`src/rtl/hazard_scoreboard_pkg.sv`:
```
// ============================================================================
// hazard_scoreboard_pkg : shared codes, slot record and helpers for the
//                         hazard/forwarding scoreboard.
// Revision: 1.0
// ============================================================================
`default_nettype none

package hazard_scoreboard_pkg;

    localparam int SB_TW = 3;
    localparam int SB_KW = 3;
    localparam int SEL_W = 2;

    localparam logic [SEL_W-1:0] SEL_GRF = '0;

    // Kind 0 is reserved so that "no forward" never aliases a real kind.
    localparam logic [SB_KW-1:0] KIND_NONE = 3'd0;
    localparam logic [SB_KW-1:0] KIND_ALU  = 3'd1;
    localparam logic [SB_KW-1:0] KIND_DM   = 3'd2;
    localparam logic [SB_KW-1:0] KIND_PC   = 3'd3;
    localparam logic [SB_KW-1:0] KIND_HI   = 3'd4;
    localparam logic [SB_KW-1:0] KIND_LO   = 3'd5;
    localparam logic [SB_KW-1:0] KIND_CP0  = 3'd6;

    localparam logic [SB_TW-1:0] TNEW_NONE = 3'd0;
    localparam logic [SB_TW-1:0] TNEW_ALU  = 3'd1;
    localparam logic [SB_TW-1:0] TNEW_DM   = 3'd2;
    localparam logic [SB_TW-1:0] TUSE_BR   = 3'd0;
    localparam logic [SB_TW-1:0] TUSE_ALU  = 3'd1;
    localparam logic [SB_TW-1:0] TUSE_ST   = 3'd2;

    typedef struct packed {
        logic             valid;
        logic [4:0]       waddr;
        logic [SB_TW-1:0] tnew;
        logic [SB_KW-1:0] kind;
    } slot_t;

    localparam slot_t SLOT_BUBBLE = '0;

    // Advance a record one stage: Tnew counts down and sticks at zero.
    function automatic slot_t slot_age(input slot_t s);
        slot_t r;
        r = s;
        if (s.tnew != '0) begin
            r.tnew = s.tnew - SB_TW'(1);
        end
        return r;
    endfunction

endpackage

`default_nettype wire

```
`src/rtl/hazard_scoreboard_lookup.sv`:
```
// ============================================================================
// scoreboard_lookup : youngest-first priority match of one read address
//                     against scoreboard slots START..DEPTH-1.
// Revision: 1.0
// ============================================================================
`default_nettype none

module scoreboard_lookup
    import hazard_scoreboard_pkg::*;
#(
    parameter int DEPTH = 3,
    parameter int START = 0
) (
    input  logic [4:0]       addr,
    input  slot_t            slots [DEPTH],
    output logic             hit,
    output logic [SEL_W-1:0] idx,
    output logic [SB_TW-1:0] tnew,
    output logic [SB_KW-1:0] kind
);

    // Scan oldest to youngest so the last assignment is the youngest match.
    always_comb begin
        hit  = 1'b0;
        idx  = SEL_GRF;
        tnew = '0;
        kind = KIND_NONE;
        for (int i = DEPTH - 1; i >= START; i--) begin
            if (addr != 5'd0 && slots[i].valid && slots[i].waddr == addr) begin
                hit  = 1'b1;
                idx  = SEL_W'(i);
                tnew = slots[i].tnew;
                kind = slots[i].kind;
            end
        end
    end

endmodule

`default_nettype wire

```
`src/rtl/hazard_scoreboard.sv`:
```
// ============================================================================
// hazard_scoreboard : shift-register scoreboard issuing D-stage stall,
//                     D/E forward selects and the mult/div busy interlock.
// Revision: 1.0
// ============================================================================
`default_nettype none

module hazard_scoreboard
    import hazard_scoreboard_pkg::*;
#(
    parameter int NPORT   = 2,
    parameter int DEPTH   = 3,
    parameter int TW      = SB_TW,
    parameter int KW      = SB_KW,
    parameter int MUL_LAT = 5,
    parameter int DIV_LAT = 10
) (
    input  logic                  clk,
    input  logic                  reset,
    input  logic [NPORT*5-1:0]    d_raddr,
    input  logic [NPORT*TW-1:0]   d_tuse,
    input  logic                  d_wen,
    input  logic [4:0]            d_waddr,
    input  logic [TW-1:0]         d_tnew,
    input  logic [KW-1:0]         d_kind,
    input  logic                  d_md_start,
    input  logic                  d_md_div,
    input  logic                  d_uses_hilo,
    input  logic                  flush,
    input  logic [NPORT*5-1:0]    e_raddr,
    output logic                  stall,
    output logic [NPORT*2-1:0]    fwd_d_sel,
    output logic [NPORT*KW-1:0]   fwd_d_kind,
    output logic [NPORT*2-1:0]    fwd_e_sel,
    output logic [NPORT*KW-1:0]   fwd_e_kind,
    output logic                  md_busy
);

    localparam int MD_MAX = (MUL_LAT > DIV_LAT) ? MUL_LAT : DIV_LAT;
    localparam int MDW    = $clog2(MD_MAX + 1);

    slot_t            r_slot [DEPTH];
    logic [MDW-1:0]   r_md_cnt;
    logic [NPORT-1:0] w_port_stall;

    assign md_busy = (r_md_cnt != '0);
    assign stall   = (|w_port_stall) || (d_uses_hilo && md_busy);

    for (genvar p = 0; p < NPORT; p++) begin : g_port
        logic             w_d_hit;
        logic [SEL_W-1:0] w_d_idx;
        logic [SB_TW-1:0] w_d_tnew;
        logic [SB_KW-1:0] w_d_kind;
        logic             w_d_fwd;
        logic             w_e_hit;
        logic [SEL_W-1:0] w_e_idx;
        logic [SB_TW-1:0] w_e_tnew_unused;
        logic [SB_KW-1:0] w_e_kind;

        scoreboard_lookup #(.DEPTH(DEPTH), .START(0)) u_d_lookup (
            .addr  (d_raddr[5*p +: 5]),
            .slots (r_slot),
            .hit   (w_d_hit),
            .idx   (w_d_idx),
            .tnew  (w_d_tnew),
            .kind  (w_d_kind)
        );

        // Slot 0 is the E instruction itself, so E operands start at M.
        scoreboard_lookup #(.DEPTH(DEPTH), .START(1)) u_e_lookup (
            .addr  (e_raddr[5*p +: 5]),
            .slots (r_slot),
            .hit   (w_e_hit),
            .idx   (w_e_idx),
            .tnew  (w_e_tnew_unused),
            .kind  (w_e_kind)
        );

        assign w_port_stall[p] = w_d_hit && (w_d_tnew > d_tuse[TW*p +: TW]);
        assign w_d_fwd = w_d_hit && !w_port_stall[p] && (w_d_idx != SEL_GRF)
                         && (w_d_tnew == '0);

        assign fwd_d_sel[2*p +: 2]   = w_d_fwd ? w_d_idx  : SEL_GRF;
        assign fwd_d_kind[KW*p +: KW] = w_d_fwd ? w_d_kind : KIND_NONE;
        assign fwd_e_sel[2*p +: 2]   = w_e_hit ? w_e_idx  : SEL_GRF;
        assign fwd_e_kind[KW*p +: KW] = w_e_hit ? w_e_kind : KIND_NONE;
    end

    always_ff @(posedge clk or posedge reset) begin
        if (reset) begin
            for (int i = 0; i < DEPTH; i++) begin
                r_slot[i] <= SLOT_BUBBLE;
            end
            r_md_cnt <= '0;
        end else begin
            if (flush || stall) begin
                r_slot[0] <= SLOT_BUBBLE;
            end else begin
                r_slot[0] <= '{valid: d_wen && (d_waddr != 5'd0),
                               waddr: d_waddr,
                               tnew:  d_tnew,
                               kind:  d_kind};
            end
            for (int i = 1; i < DEPTH; i++) begin
                r_slot[i] <= flush ? SLOT_BUBBLE : slot_age(r_slot[i-1]);
            end
            // Flush leaves the counter alone: an issued mult/div always completes.
            if (d_md_start && !stall && !flush) begin
                r_md_cnt <= d_md_div ? MDW'(DIV_LAT) : MDW'(MUL_LAT);
            end else if (r_md_cnt != '0) begin
                r_md_cnt <= r_md_cnt - MDW'(1);
            end
        end
    end

endmodule

`default_nettype wire

```
`config.mk`:
```
export PLATFORM = sky130hd
export DESIGN_NAME = hazard_scoreboard
export DESIGN_NICKNAME = d
export VERILOG_FILES = /design/src/rtl/hazard_scoreboard_pkg.sv /design/src/rtl/hazard_scoreboard_lookup.sv /design/src/rtl/hazard_scoreboard.sv
export SDC_FILE = /design/constraint.sdc
export NUM_CORES = 1
export LEC_CHECK = 0
export CORE_MARGIN = 8
export CORE_UTILIZATION = 42
export CTS_BUF_LIST = sky130_fd_sc_hd__clkbuf_2 sky130_fd_sc_hd__clkbuf_4 sky130_fd_sc_hd__clkbuf_8
export DETAILED_ROUTE_END_ITERATION = 8
export PLACE_DENSITY = 0.68
export SLEW_MARGIN = 25
export SYNTH_ARGS = -nofsm -noshare
export SYNTH_HDL_FRONTEND = slang
export SYNTH_SLANG_ARGS = --single-unit
```
`constraint.sdc`:
```
create_clock -name clk -period 11.73 [get_ports clk]
set_input_delay 3.519 -clock clk [delete_from_list [all_inputs] [get_ports clk]]
set_output_delay 3.519 -clock clk [all_outputs]
set_load 0.005 [all_outputs]
```
==> results_dict.tcl <==
set metrics [dict create \
    initial_utilization_pct 43.8 \
    insertion_delay_ns 0.29 \
    grt_use_total_pct 15.5 \
    ys.flop_type "dfrtp_1" \
    grt_max_degree 41 \
    viasPerCell 5.45 \
    cts_root_buf "clkbuf_8" \
    syn_nets 357 \
    grt_pass1_wl_mm 12.4 \
    syn_area_mm2 0.00280 \
    clkSinkCount 40 \
    crit_arrival_ns 7.68 \
    fin_crit_sh_pct 95.5 \
    max_cap_violations 0 \
    worst_pin_slew_ns 0.983 \
    routabilityCongestion 0.868 \
    avgSynthCellArea_um2 9.30 \
    p_per_area_mw_per_mm2 104 \
    rsz0062_at_grt "false" \
    status "completed" \
    slew_violations 0 \
    endpoint_kind "output port" \
    ys_ff_latch 40 \
    postCtsSetupRepairBufs 0 \
    drt_first_pass_iters 4 \
    path_class "in2out" \
    slew_headroom_pct 34.3 \
    hpwl_mm 5.92 \
    critical_path.max_fanout 8 \
    n_antenna_cell 0 \
    core_area_mm2 0.00639 \
    antenna_found_initial 0 \
    fillers 568 \
    io_pins 66 \
    grt_pass1_vias 2530 \
    dieArea_mm2 0.00953 \
    numCtsBuffers 5 \
    path_cells "clkdlybuf4s50_1 > xnor2_1 > nand4_1 > nor3_1 > nor2_1 > a221oi_1 > a21oi_1 > ha_1 > nor2b_1 > o21a_1 > o21ai_0 > o2111ai_1 > nor4_1 > clkdlybuf4s50_1" \
    yosysSeqAreaShare_pct 35.8 \
    fin_skew_ns 0.00485 \
    die_width_um 97.6 \
    netlist_instances 301 \
    crit_slowest_cell "clkdlybuf4s50_1" \
    cts_resized 0 \
    num_rows 29 \
    drive_gt1_share_pct 7.20 \
    worstPathRequired_ns 8.21 \
    fp.dieH_um 97.6 \
    final-hold-violation-count 0 \
    numPortBuffers 65 \
    yosys.cell_types.count 40 \
    path_clk_slew_ns 0.08 \
    final_nets 416 \
    cp-start-kind "input pin" \
    cts_tree "built" \
    p_total_w 0.000376 \
    async_flop_share_pct 100 \
    htree_levels 2 \
    hold_buffers 0 \
    dr_total_vias 2387 \
    max_freq_mhz 89.3 \
    hold_class "reg2reg" \
    drtIter0Drc 154 \
    yosys_warnings 0 \
    wl_per_cell_um 16.7 \
    ir_drop_mv 0.0794 \
    setup_viol 0 \
    cp_slowest_stage_delay_ns 0.63 \
    clockBufferDepth 2 \
    drc 0 \
    totalWireLength_mm 7.30 \
    ant_nets 0 \
    synth_edf_count 0 \
    area_growth_syn_to_layout_pct 29.0 \
    setup_tns_ns 0 \
    power.leakage_nw 1.42 \
    overflow 0 \
    crit_top_cell "clkdlybuf4s50_1" \
    min_period_ns 11.20 \
]
-- critical path: cells and delay by family --
kind / cells / cell delay (ns)
compound gates: 5 / 1.05
xor+xnor: 1 / 0.16
fa+ha+maj: 1 / 0.30
buf+inv: 2 / 1.21
simple gates: 5 / 1.44
-- per-stage QoR --
| stage | util [%] | cells | instance area [um2] | hold slack [ns] | worst slack, ns |
|---|---|---|---|---|---|
| finish | 56.5 | 438 | 3610 | 0.555 | 0.527 |
| global placement | 54.9 | 430 | 3510 | 0.532 | 0.747 |
| floorplan | - | 301 | 2800 | 0.486 | 2.26 |
| global route | 56.5 | 438 | 3610 | 0.576 | 0.175 |
| detailed placement | 54.9 | 430 | 3510 | 0.543 | 0.589 |
| CTS | 56.4 | 438 | 3600 | 0.561 | 0.592 |
-- path summary, 6_finish.rpt --
path	start	end	slack, ns	depth (start not counted)
max in group asynchronous	reset	r_slot[13]	7.73	3
min in group asynchronous	reset	r_slot[21]	3.66	3
hold reg to reg	r_slot[35]	r_slot[23]	0.56	1
hold / removal	r_slot[35]	r_slot[23]	0.56	1
setup reg to reg	r_slot[18]	r_md_cnt[1]	7.57	13
setup / recovery	d_raddr[5]	fwd_d_sel[3]	0.53	14
-- per-layer routing --
metal	wire length (um)	GRT usage, %	vias up
met4	89	3.50	0
li1	-	-	1163
met3	455	3.84	10
met2	3250	24.5	81
met5	0	0	-
met1	3500	20.6	1133
-- cells in the final DEF, fill, tap and decap left out, types with 4 or more instances in the layout --
cell and n:
clkdlybuf4s50_1 65, xnor2_1 49, dfrtp_1 40, nor2_1 21, nor2b_1 20, nor3_1 15
inv_1 14, nand2_1 14, and2_1 12, ha_1 12, nand4_1 10, a221oi_1 10
nor4_1 8, a21oi_1 6, a22o_1 6, clkbuf_8 6, xor2_1 5, mux2i_1 4
-- logic make-up after synthesis --
group / after synthesis / synth area share [%]
AND/OR/NAND/NOR: 122 / 25.3
XOR/XNOR: 54 / 16.9
flip-flops: 40 / 35.8
AO/OA/AOI/OAI: 36 / 9.74
buffers and inverters: 30 / 4.07
adder cells (fa/ha/maj): 12 / 5.36
multiplexers: 7 / 2.91
-- where the power goes --
| part | switching [W] | internal [W] | leakage [nW] |
|---|---|---|---|
| logic | 0.0000458 | 0.0000601 | 0.846 |
| registers | 0.0000191 | 0.000154 | 0.535 |
| clock network | 0.0000488 | 0.0000476 | 0.0434 |
-- flip-flops by register name, indices dropped and copies added (netlist names) --
name and cells:
r_md_cnt 4, r_slot 36
-- cells in the mapped netlist, types with 4 or more instances --
cell type / number / area share (%)
dfrtp_1: 40 / 36
nor4_1: 8 / 1.8
xor2_1: 5 / 1.6
nor2b_1: 20 / 4.5
a21oi_1: 6 / 1.1
nor2_1: 21 / 2.8
a22o_1: 6 / 1.9
nand4_1: 10 / 2.2
nand2_1: 14 / 1.9
and2_1: 12 / 2.7
nor3_1: 16 / 2.9
clkbuf_1: 14 / 1.9
mux2i_1: 4 / 1.4
ha_1: 12 / 5.4
a221oi_1: 10 / 3.1
inv_1: 14 / 1.9
xnor2_1: 49 / 15
-- final cells by class --
class                   count  area (um2)  share of cell area [%]
flip-flops and latches     40        1000                    27.7
inverters                  14        52.6                    1.46
clock inverters             2        15.0                   0.416
multi-input cells         231        1690                    46.8
clock buffers               6        82.6                    2.29
repair buffers             68         673                    18.6
well taps                  77        96.3                    2.67
Note: power is estimated with default switching activity, not from simulation.
